==> src/rtl/mux_nto1_stage_pkg.sv <==
// Shared types and constants for the registered N:1 operand-select stage.
package mux_pkg;

   localparam int DEF_WIDTH      = 32;
   localparam int DEF_NUM_INPUTS = 2;

   typedef enum logic [1:0] {
      EMPTY = 2'd0,
      ONE   = 2'd1,
      TWO   = 2'd2
   } state_e;

   // A 2-input mux still needs one select bit, so clamp the width at 1.
   function automatic int sel_width(input int n);
      return (n <= 2) ? 1 : $clog2(n);
   endfunction

endpackage

==> src/rtl/mux_nto1_stage_if.sv <==
// Valid/ready bus of the select stage: producer side, consumer side and flush.
interface mux_nto1_stage_if
   import mux_pkg::*;
#(
   parameter int WIDTH      = DEF_WIDTH,
   parameter int NUM_INPUTS = DEF_NUM_INPUTS
);
   localparam int SEL_WIDTH = sel_width(NUM_INPUTS);

   logic                        flush;
   logic                        in_valid;
   logic                        in_ready;
   logic [NUM_INPUTS*WIDTH-1:0] in_data;
   logic [SEL_WIDTH-1:0]        in_sel;
   logic                        out_valid;
   logic                        out_ready;
   logic [WIDTH-1:0]            out_data;
   logic                        out_sel_err;

   modport slave (
      input  flush, in_valid, in_data, in_sel, out_ready,
      output in_ready, out_valid, out_data, out_sel_err
   );

   modport master (
      output flush, in_valid, in_data, in_sel, out_ready,
      input  in_ready, out_valid, out_data, out_sel_err
   );

endinterface

==> src/rtl/mux_nto1_stage_mux.sv <==
// Combinational N:1 word selector; out-of-range selects give zero and raise o_err.
module mux_nto1 #(
   parameter int WIDTH      = 32,
   parameter int NUM_INPUTS = 2,
   parameter int SEL_WIDTH  = 1
) (
   input  logic [NUM_INPUTS*WIDTH-1:0] i_data,
   input  logic [SEL_WIDTH-1:0]        i_sel,
   output logic [WIDTH-1:0]            o_data,
   output logic                        o_err
);

   always_comb begin
      o_data = '0;
      o_err  = 1'b1;
      for (int i = 0; i < NUM_INPUTS; i++) begin
         if (i_sel == SEL_WIDTH'(i)) begin
            o_data = i_data[i*WIDTH +: WIDTH];
            o_err  = 1'b0;
         end
      end
   end

endmodule

==> src/rtl/mux_nto1_stage.sv <==
// Registered N:1 select stage: selector feeding a main/skid register pair behind
// a valid/ready handshake with fully registered in_ready.
module mux_nto1_stage
   import mux_pkg::*;
#(
   parameter int WIDTH      = DEF_WIDTH,
   parameter int NUM_INPUTS = DEF_NUM_INPUTS
) (
   input  logic             clock,
   input  logic             reset,
   mux_nto1_stage_if.slave  bus
);

   localparam int SEL_WIDTH = sel_width(NUM_INPUTS);

   localparam logic [1:0] S_EMPTY = EMPTY;
   localparam logic [1:0] S_ONE   = ONE;
   localparam logic [1:0] S_TWO   = TWO;

   logic [1:0]       r_state;
   logic [WIDTH-1:0] r_main;
   logic [WIDTH-1:0] r_skid;
   logic             r_main_err;
   logic             r_skid_err;
   logic             r_in_ready;
   logic             r_out_valid;

   logic [WIDTH-1:0] w_word;
   logic             w_err;
   logic             w_acc;
   logic             w_pop;
   logic [1:0]       w_nxt;
   logic             w_ld_main_in;
   logic             w_ld_main_skid;
   logic             w_ld_skid;

   mux_nto1 #(
      .WIDTH      (WIDTH),
      .NUM_INPUTS (NUM_INPUTS),
      .SEL_WIDTH  (SEL_WIDTH)
   ) u_sel (
      .i_data (bus.in_data),
      .i_sel  (bus.in_sel),
      .o_data (w_word),
      .o_err  (w_err)
   );

   assign w_acc = bus.in_valid && r_in_ready;
   assign w_pop = r_out_valid && bus.out_ready;

   always_comb begin
      w_nxt          = r_state;
      w_ld_main_in   = 1'b0;
      w_ld_main_skid = 1'b0;
      w_ld_skid      = 1'b0;
      case (r_state)
         S_EMPTY: begin
            if (w_acc) begin
               w_nxt        = S_ONE;
               w_ld_main_in = 1'b1;
            end
         end
         S_ONE: begin
            if (w_acc && w_pop) begin
               w_ld_main_in = 1'b1;
            end else if (w_acc) begin
               w_nxt     = S_TWO;
               w_ld_skid = 1'b1;
            end else if (w_pop) begin
               w_nxt = S_EMPTY;
            end
         end
         S_TWO: begin
            if (w_pop) begin
               w_nxt          = S_ONE;
               w_ld_main_skid = 1'b1;
            end
         end
         default: w_nxt = S_EMPTY;
      endcase
      // Flush drops everything, including a word offered this same cycle.
      if (bus.flush) begin
         w_nxt          = S_EMPTY;
         w_ld_main_in   = 1'b0;
         w_ld_main_skid = 1'b0;
         w_ld_skid      = 1'b0;
      end
   end

   always_ff @(posedge clock or posedge reset) begin
      if (reset) begin
         r_state     <= S_EMPTY;
         r_main      <= '0;
         r_main_err  <= 1'b0;
         r_skid      <= '0;
         r_skid_err  <= 1'b0;
         r_in_ready  <= 1'b1;
         r_out_valid <= 1'b0;
      end else begin
         r_state     <= w_nxt;
         r_in_ready  <= (w_nxt != S_TWO);
         r_out_valid <= (w_nxt != S_EMPTY);
         if (w_ld_main_in) begin
            r_main     <= w_word;
            r_main_err <= w_err;
         end else if (w_ld_main_skid) begin
            r_main     <= r_skid;
            r_main_err <= r_skid_err;
         end
         if (w_ld_skid) begin
            r_skid     <= w_word;
            r_skid_err <= w_err;
         end
      end
   end

   assign bus.in_ready    = r_in_ready;
   assign bus.out_valid   = r_out_valid;
   assign bus.out_data    = r_main;
   assign bus.out_sel_err = r_main_err;

endmodule

==> src/flat_wrapper.sv <==
// flat-port wrapper written by rule: the top's interface ports become plain ports
module mux_nto1_stage_flat import mux_pkg::*;
#(
   parameter int WIDTH      = DEF_WIDTH,
   parameter int NUM_INPUTS = DEF_NUM_INPUTS
)
  (clock, reset, bus_flush, bus_in_valid, bus_in_data, bus_in_sel, bus_out_ready, bus_in_ready, bus_out_valid, bus_out_data, bus_out_sel_err);
  mux_nto1_stage_if #(.WIDTH(WIDTH), .NUM_INPUTS(NUM_INPUTS)) bus_i ();
  input  logic clock;
  input  logic reset;
  input wire logic [$bits(bus_i.flush)-1:0] bus_flush;
  input wire logic [$bits(bus_i.in_valid)-1:0] bus_in_valid;
  input wire logic [$bits(bus_i.in_data)-1:0] bus_in_data;
  input wire logic [$bits(bus_i.in_sel)-1:0] bus_in_sel;
  input wire logic [$bits(bus_i.out_ready)-1:0] bus_out_ready;
  output wire logic [$bits(bus_i.in_ready)-1:0] bus_in_ready;
  output wire logic [$bits(bus_i.out_valid)-1:0] bus_out_valid;
  output wire logic [$bits(bus_i.out_data)-1:0] bus_out_data;
  output wire logic [$bits(bus_i.out_sel_err)-1:0] bus_out_sel_err;
  assign bus_i.flush = bus_flush;
  assign bus_i.in_valid = bus_in_valid;
  assign bus_i.in_data = bus_in_data;
  assign bus_i.in_sel = bus_in_sel;
  assign bus_i.out_ready = bus_out_ready;
  assign bus_in_ready = bus_i.in_ready;
  assign bus_out_valid = bus_i.out_valid;
  assign bus_out_data = bus_i.out_data;
  assign bus_out_sel_err = bus_i.out_sel_err;
  mux_nto1_stage #(.WIDTH(WIDTH), .NUM_INPUTS(NUM_INPUTS)) u_core (.clock(clock), .reset(reset), .bus(bus_i));
endmodule
==> config.mk <==
export PLATFORM = sky130hd
export DESIGN_NAME = mux_nto1_stage_flat
export DESIGN_NICKNAME = d
export VERILOG_FILES = /design/src/rtl/mux_nto1_stage_pkg.sv /design/src/rtl/mux_nto1_stage_if.sv /design/src/rtl/mux_nto1_stage_mux.sv /design/src/rtl/mux_nto1_stage.sv /design/src/flat_wrapper.sv
export SDC_FILE = /design/constraint.sdc
export NUM_CORES = 1
export LEC_CHECK = 0
export CAP_MARGIN = 30
export CELL_PAD_IN_SITES_DETAIL_PLACEMENT = 2
export CELL_PAD_IN_SITES_GLOBAL_PLACEMENT = 2
export CORE_UTILIZATION = 31
export CTS_CLUSTER_DIAMETER = 200
export DETAILED_ROUTE_END_ITERATION = 16
export PLACE_DENSITY = 0.95
export RECOVER_POWER = 25
export SLEW_MARGIN = 15
export SYNTH_ARGS = -nofsm -noshare
export SYNTH_HDL_FRONTEND = slang
export SYNTH_SLANG_ARGS = --single-unit
==> constraint.sdc <==
create_clock -name clock -period 5.8 [get_ports clock]
set_clock_uncertainty 0.2 [all_clocks]
set_input_delay 0.87 -clock clock [delete_from_list [all_inputs] [get_ports clock]]
set_output_delay 0.87 -clock clock [all_outputs]
set_load 0.005 [all_outputs]
# ---- Word level (Yosys, flattened, before mapping)
# Index checks and enable logic that the tools add are counted.
dict set report classes {
  eq_ne 3
  muxes 22
  reduce_logical 6
}
# cell n
set op_table {}
lappend op_table {{$mux W32} 3}
lappend op_table {{$mux W2} 6}
lappend op_table {{$mux W1} 11}
lappend op_table {{$pmux W2 S3} 1}
lappend op_table {{$reduce_bool A2 Y1} 2}
lappend op_table {{$logic_and A1 B1 Y1} 3}
lappend op_table {{$eq A2 B1 Y1 const B} 1}
lappend op_table {{$eq A2 B2 Y1 const B} 1}
lappend op_table {{$logic_not A2 Y1} 1}
lappend op_table {{$ne A2 B2 Y1 const B} 1}
lappend op_table {{$pmux W1 S2} 1}
dict set report totals {
  reg_bits 69
  input_bits 70
  output_inout_bits 35
  word_cells 37
}

# ---- Depth between registers and ports, before layout
# Gate-level depths: netlist of run 1.
dict set report depth {
  ltp_word 7
  depth_mapped 6
  ltp_nobuf 3
}

# ---- Modules after synthesis
# From an unflattened synthesis of run 1, not the netlist that was laid out.
dict set report unflattened {
  cells_unflattened 321
  hier_area_um2 3868.7
}
# mod n_inst cells_each area_per_inst_um2 seq_area_each_um2
set modules_own_cells {}
lappend modules_own_cells {mux_nto1_stage 1 283 3313.2 1752.9}
lappend modules_own_cells {mux_nto1 1 38 555.5 0.0}

# ---- Worst setup path after synthesis of run 1
# No wires, ideal clock.
dict set report synth_timing {
  path_type {input-to-reg}
  startpoint {input bus_in_sel}
  endpoint {register u_core.r_main[0] (netlist: u_core.bus.out_data[0])}
  setup_ns 0.126
  arrival_ns 1.902
  setup_slack_ns 3.572
  stages 5
  path_buffers 2
  path_cell_list {buf_2 buf_6 mux2_2 and3_1 a221o_1}
}
dict set report synth_via {
  elab_chain_cells 2
}
# item line
set synth_lines {}
lappend synth_lines {{start, declared} flat_wrapper.sv:14} ;# input wire logic [$bits(bus_i.in_sel)-1:0] bus_in_sel;
lappend synth_lines {{$mux W32} mux_nto1_stage_mux.sv:17} ;# if (i_sel == SEL_WIDTH'(i)) begin
lappend synth_lines {{$mux W32} mux_nto1_stage.sv:103} ;# if (w_ld_main_in) begin
lappend synth_lines {{end signal, assigned} mux_nto1_stage.sv:104} ;# r_main <= w_word;
lappend synth_lines {{end signal, assigned} mux_nto1_stage.sv:107} ;# r_main <= r_skid;
lappend synth_lines {{end, declared} mux_nto1_stage.sv:21} ;# logic [WIDTH-1:0] r_main;
# Every way passes these cells.
# A chain may end at the register's enable or synchronous reset.

# ---- Final worst setup path of run 1
dict set report layout_timing {
  startpoint {input bus_out_ready}
  endpoint {register u_core.r_main[7] (netlist: u_core.bus.out_data[7])}
}
dict set report layout_via {
  elab_chain_cells 6
  elab_cells_between_ends 10
  classes_between {mux (7); reduce/logical (3)}
}
# item line
set layout_lines {}
lappend layout_lines {{start, declared} flat_wrapper.sv:15} ;# input wire logic [$bits(bus_i.out_ready)-1:0] bus_out_ready;
lappend layout_lines {{$logic_and A1 B1 Y1 *} mux_nto1_stage.sv:49} ;# assign w_pop = r_out_valid && bus.out_ready;
lappend layout_lines {{$logic_and A1 B1 Y1} mux_nto1_stage.sv:64} ;# if (w_acc && w_pop) begin
lappend layout_lines {{$mux W1} mux_nto1_stage.sv:64}
lappend layout_lines {{$pmux W1 S2} mux_nto1_stage.sv:56} ;# case (r_state)
lappend layout_lines {{$mux W1} mux_nto1_stage.sv:82} ;# if (bus.flush) begin
lappend layout_lines {{$mux W32 / $reduce_bool A2 Y1 (equally long branches)} n/a}
# Mark *: on every way between the ends. The rest lies on a longest branch, timed or not.

==> flow_summary.yaml, run 1 <==
status:
  status: "finished, final reports clean"
floorplanning:
  die_area_mm2: 0.0108
  initial_utilization_pct: 32.4
  core_area_mm2: 0.00991
  pin_count: 105
  die_w_um: 104
  die_h_um: 104
  rows: 36
finish:
  fin_util_pct: 46.3
  diodes: 0
  final_common_cell: "clkdlybuf4s50_1"
  nets: 434
  final_cell_mix: "clkdlybuf4s50_1, dfrtp_1, a221o_1"
  area_delta_synth_final_pct: 43.1
  layout-drive-gt1-share_pct: 11.4
cts:
  ctsHoldBuffers: 0
  cts-htree-levels: 3
  numCtsBuffers: 9
  cts.sinks: 68
  root_buffer: "clkbuf_8"
  clk_latency_ns: 0.35
  cts_buffer_depth: 2
  cts.repair.resized: 0
  cts_tree: "done"
  post_cts_buffers: 0
  clk_pin_slew_ns: 0.07
critical_path:
  max_stage_delay_ns: 0.75
  required_ns: 5.83
  path_cells: "dlygate4sd3_1 > a21boi_4 > buf_4 > nor3_1 > a221o_1"
  slowest_stage: "a21boi_4"
  ff2ff_path_depth: 4
  cp-start-kind: "input port"
  reg2reg_from: "u_core.r_state[0]$_DFF_PP0_"
  critPathLaunch: "bus_out_ready"
  r2r_setup_slack_ns: 3.24
  critPathKind: "input port to flip-flop"
  path_max_fanout: 46
  worst_setup_path_end_kind: "flip-flop"
  r2r_end: "u_core.bus.out_data[7]$_DFFE_PP0P_"
  cp.arrival_ns: 3.25
power:
  power.clock.fraction_pct: 30.1
  internal_power_w: 0.00126
  total_power_w: 0.00176
  vdd_drop_max_mv: 0.137
  pwr-share-comb_pct: 27.3
  p_sw_w: 0.000507
  p_sw_share_pct: 28.8
  power_leakage_nw: 1.89
  pwr_density_cell_mw_per_mm2: 384
  seqPwrFrac_pct: 42.6
min_path:
  worstHoldEndpoint: "u_core.bus.out_data[6]$_DFFE_PP0P_"
  hp-start: "u_core.r_skid[6]$_DFFE_PP0P_"
  hp-class: "flip-flop to flip-flop"
  min_delay_path_depth: 1
synthesis:
  syn-num-nets: 341
  syn_inst: 271
  netlist_area_mm2: 0.00321
  synth.area.top_cells: "dfrtp_1, a221o_1, mux2i_1, a31oi_1, nor3_1"
  ys_seq_area_share_pct: 53.1
  synth_compound_area_share_pct: 21.3
  syn_area_per_cell_um2: 11.8
  yosys.area_share.simple_pct: 7.80
  ys_warn_count: 0
  synthAdderAreaFrac_pct: 0
  ys_types: 28
  synth_xor_area_share_pct: 0
  synth_top_area_share_pct: 52.3
  yosysTopAreaCell: "dfrtp_1"
  ys_ff_latch: 68
  synthMuxAreaShare_pct: 12.3
  synth_top_family_by_area: "compound AO/OA/AOI/OAI gates"
route:
  vias: 2750
  drt_iter0_drc: 86
  dr.pass1.iters: 4
  routedWlPerCell_um: 20.6
  wl_um: 10400
  drc: 0
  antenna_left: 0
  vias_per_cell: 5.48
timing:
  fin_crit_ns: 3.23
  post-route-period-util_pct: 55.6
  slew_headroom_pct: 38.3
  rsz0062_at_grt: "no"
  worst_pin_slew_ns: 0.923
  maxClockFrequency_ghz: 0.310
  slew_violations: 0
  setup-tns-final_ns: 0
  setup_ws_ns: 2.57
  hold_violations: 0
  hold_ws_ns: 0.315
  setup_viol: 0
run:
  drv_cap: 0
placed_design:
  gp_congestion: 0.693
  post-place-ws_ns: 2.33
  numPortBuffers: 103
  hpwl_um: 7070
global_routing:
  track_usage_pct: 19.7
  antenna_found_initial: 0
  grt-ovfl-total: 0
  grt_pass1_wl_um: 16600
  grt_max_degree: 69
  grt_pass1_vias: 3143
-- kinds of logic (layout without fill, tap and decap cells) --
group	count (synthesis)	count (layout)
compound gates	90	90
buf+inv	30	128
other cells	1	1
simple gates	44	44
flops	68	68
mux	38	38
-- worst max path at each step --
stage / endpoint / slack, ns / cells after the start
after floorplan: u_core.bus.out_data[0]$_DFFE_PP0P_ / 3.02 / 1
after global routing: u_core.bus.out_data[7]$_DFFE_PP0P_ / 2.44 / 5
after detailed placement: u_core.bus.out_data[7]$_DFFE_PP0P_ / 2.33 / 5
after CTS: u_core.bus.out_data[7]$_DFFE_PP0P_ / 2.69 / 5
after global placement: u_core.r_skid[0]$_DFFE_PP0P_ / 2.21 / 4
final: u_core.bus.out_data[7]$_DFFE_PP0P_ / 2.57 / 5
-- power groups by stage --
stage	clock network, W	logic [W]	registers, W
after global placement	0	0.000444	0.000739
after CTS	0.000545	0.000489	0.000752
after floorplan	0	0.000238	0.000726
final	0.000531	0.000480	0.000752
after detailed placement	0	0.000483	0.000756
after global routing	0.000561	0.000524	0.000767
-- synth_stat cells --
cell type / instances
dfstp_2: 1
nand2b_1: 1
a21oi_1: 26
conb_1: 1
nand4bb_1: 1
buf_6: 4
and4b_1: 1
inv_1: 2
a21boi_4: 1
buf_2: 13
o32a_4: 1
and4bb_2: 1
nand4_1: 1
a211oi_1: 2
dfrtp_1: 67
buf_4: 3
nand4b_1: 1
a21bo_2: 1
a31oi_1: 26
mux2_2: 12
o21ai_0: 1
nand2_1: 3
a221o_1: 32
clkbuf_1: 8
and3_1: 7
nor3_1: 27
nand3_1: 1
mux2i_1: 26
-- layer usage --
metal  GRT usage [%]  part of all wire (%)  vias to the layer above
met5               0                     0                        -
met4            7.96                   1.9                        0
met3            3.59                   3.6                       17
met2            36.2                    53                       78
met1            22.5                    41                     1408
li1                -                     -                     1247
-- critical path: cells and delay by family --
family                 cells  cell delay (ns)
AND/OR/NAND/NOR            1             0.14
buffers and inverters      2             1.17
AO/OA/AOI/OAI              2             1.04
-- sequential cells by signal, indices dropped and copies added, names as in the netlist --
register and count:
u_core.bus.in_ready 1, u_core.bus.out_data 32, u_core.bus.out_valid 1, u_core.r_skid 32, u_core.r_state 2
-- area by class of cell --
class                      instances  area (µm²)
fill                            1023        5320
sequential                        68        1700
multi-input combinational        173        1340
timing repair buffer             110        1100
tap                              133         166
clock inverter                     7         146
clock buffer                       9         124
inverter                           2        7.51
-- per-stage QoR --
stage,std cells,area (µm²)
after floorplan,271,3210
final,502,4590
after CTS,501,4570
after global placement,483,4270
after detailed placement,485,4300
after global routing,502,4590
Power figures use the tool's default switching activity.
==> run 2, diff against run 1 <==
CORE_UTILIZATION = 29   (was 31)
PLACE_DENSITY = 0.92   (was 0.95)
clock period = 3 ns   (was 5.8 ns; I/O delays follow)
==> run 2 against run 1 <==
Effect of this change:
- critical path depth grew 1
- flip-flop and latch count is the same
- sequential power grew 91%
- cell area shrank 0.98%
- wire length shrank 7.6%
- highest routed layer unchanged
==> flow_summary.yaml, run 2 (synthesized netlist as in run 1, its figures left out) <==
status:
  status: "finished, final reports clean"
route:
  routedWlPerCell_um: 18.7
  vias_per_cell: 5.26
  wl_um: 9570
  drt_iter0_drc: 104
  dr.pass1.iters: 4
  vias: 2687
  antenna_left: 0
  drc: 0
global_routing:
  grt-ovfl-total: 0
  antenna_found_initial: 0
  track_usage_pct: 18.0
  grt_pass1_vias: 3045
  grt_max_degree: 81
  grt_pass1_wl_um: 16000
timing:
  worst_pin_slew_ns: 1.13
  setup-tns-final_ns: 0
  slew_violations: 0
  fin_crit_ns: 2.25
  post-route-period-util_pct: 75.0
  rsz0062_at_grt: "no"
  setup_viol: 0
  slew_headroom_pct: 24.7
  maxClockFrequency_ghz: 0.444
  hold_violations: 0
cts:
  clk_latency_ns: 0.33
  numCtsBuffers: 9
  cts_buffer_depth: 2
  cts_tree: "done"
  cts.sinks: 68
  cts-htree-levels: 3
  ctsHoldBuffers: 0
  clk_pin_slew_ns: 0.08
  post_cts_buffers: 0
  root_buffer: "clkbuf_8"
  cts.repair.resized: 0
critical_path:
  slowest_stage: "dlygate4sd3_1"
  path_max_fanout: 17
  max_stage_delay_ns: 0.62
  worst_setup_path_end_kind: "flip-flop"
  critPathKind: "input port to flip-flop"
  path_cells: "dlygate4sd3_1 > nand2_1 > nor3_2 > buf_4 > buf_4 > a221o_1"
  cp-start-kind: "input port"
  required_ns: 3.07
  crit_top_cell: "buf_4"
  cp.arrival_ns: 2.32
placed_design:
  hpwl_um: 6750
  numPortBuffers: 103
  dp_cells: 495
  gp_congestion: 0.670
floorplanning:
  rows: 38
  die_area_mm2: 0.0115
  core_area_mm2: 0.0108
  pin_count: 105
  initial_utilization_pct: 29.7
  die_w_um: 107
  die_h_um: 107
min_path:
  hp-class: "flip-flop to flip-flop"
power:
  vdd_drop_max_mv: 0.230
  power_leakage_nw: 1.87
  pwr_density_cell_mw_per_mm2: 686
run:
  drv_cap: 0
finish:
  final_common_cell: "clkdlybuf4s50_1"
  layout-drive-gt1-share_pct: 11.9
  layout.cells.non_filler: 511
  area_delta_synth_final_pct: 41.7
  final_cell_mix: "clkdlybuf4s50_1, dfrtp_1, a221o_1"
  seqCellArea_mm2: 0.00170
  diodes: 0
  fill_cells: 1092
  multi_input_area_mm2: 0.00134
  nets: 436
[run 2: cell count changes in the layout (fill, tap and decap cells not counted), sizes merged]
cell	previous run	this run
clkinv	2	3
inv	3	2
clkbuf	9	10
clkinvlp	0	2
bufinv	4	1
buf	8	10
[run 2: where the power goes]
group          switching [W]  internal, W  total, W  leakage (nW)
combinational       0.000357     0.000550  0.000907         0.962
clock               0.000361     0.000405  0.000767        0.0983
sequential          0.000207      0.00124   0.00144         0.811
[run 2: final cells by class]
type	count	share of cell area [%]
clock buffers	10	3.03
clock inverters	6	1.40
inverters	2	0.165
multi-input cells	173	29.5
flip-flops and latches	68	37.5
well taps	140	3.85
repair buffers	112	24.6
[run 2: worst paths after layout]
kind	startpoint	endpoint	slack, ns	depth (start not counted)
max in group asynchronous	reset	u_core.bus.out_data[23]$_DFFE_PP0P_	1.01	3
setup reg to reg	u_core.r_state[0]$_DFF_PP0_	u_core.bus.out_data[25]$_DFFE_PP0P_	0.97	5
hold / removal	u_core.r_skid[4]$_DFFE_PP0P_	u_core.bus.out_data[4]$_DFFE_PP0P_	0.31	1
setup / recovery	bus_out_ready	u_core.bus.out_data[25]$_DFFE_PP0P_	0.75	6
min in group asynchronous	reset	u_core.bus.out_data[22]$_DFFE_PP0P_	0.64	2
hold reg to reg	u_core.r_skid[4]$_DFFE_PP0P_	u_core.bus.out_data[4]$_DFFE_PP0P_	0.31	1
[run 2: stage by stage]
step	area, µm²	hold WS [ns]	utilization (%)	power [W]	setup WS [ns]
final	4540	0.311	42.1	0.00312	0.750
after global routing	4540	0.330	42.1	0.00332	0.643
after CTS	4540	0.305	42.1	0.00315	0.820
after detailed placement	4340	0.301	40.2	0.00238	0.456
after global placement	4340	0.282	40.2	0.00230	0.149
after floorplan	3210	0.274	-	0.00186	0.640
[run 2: worst max-delay path: cells and delay by family]
kind | cells | cell delay [ns]
AND/OR/NAND/NOR | 2 | 0.51
buffers and inverters | 3 | 1.14
AO/OA/AOI/OAI | 1 | 0.19
[run 2: layer usage]
metal  wire (µm)  GRT usage [%]
met1        4210           22.7
met5           0              0
met2        4870           31.4
met4          71           4.99
met3         413           3.10
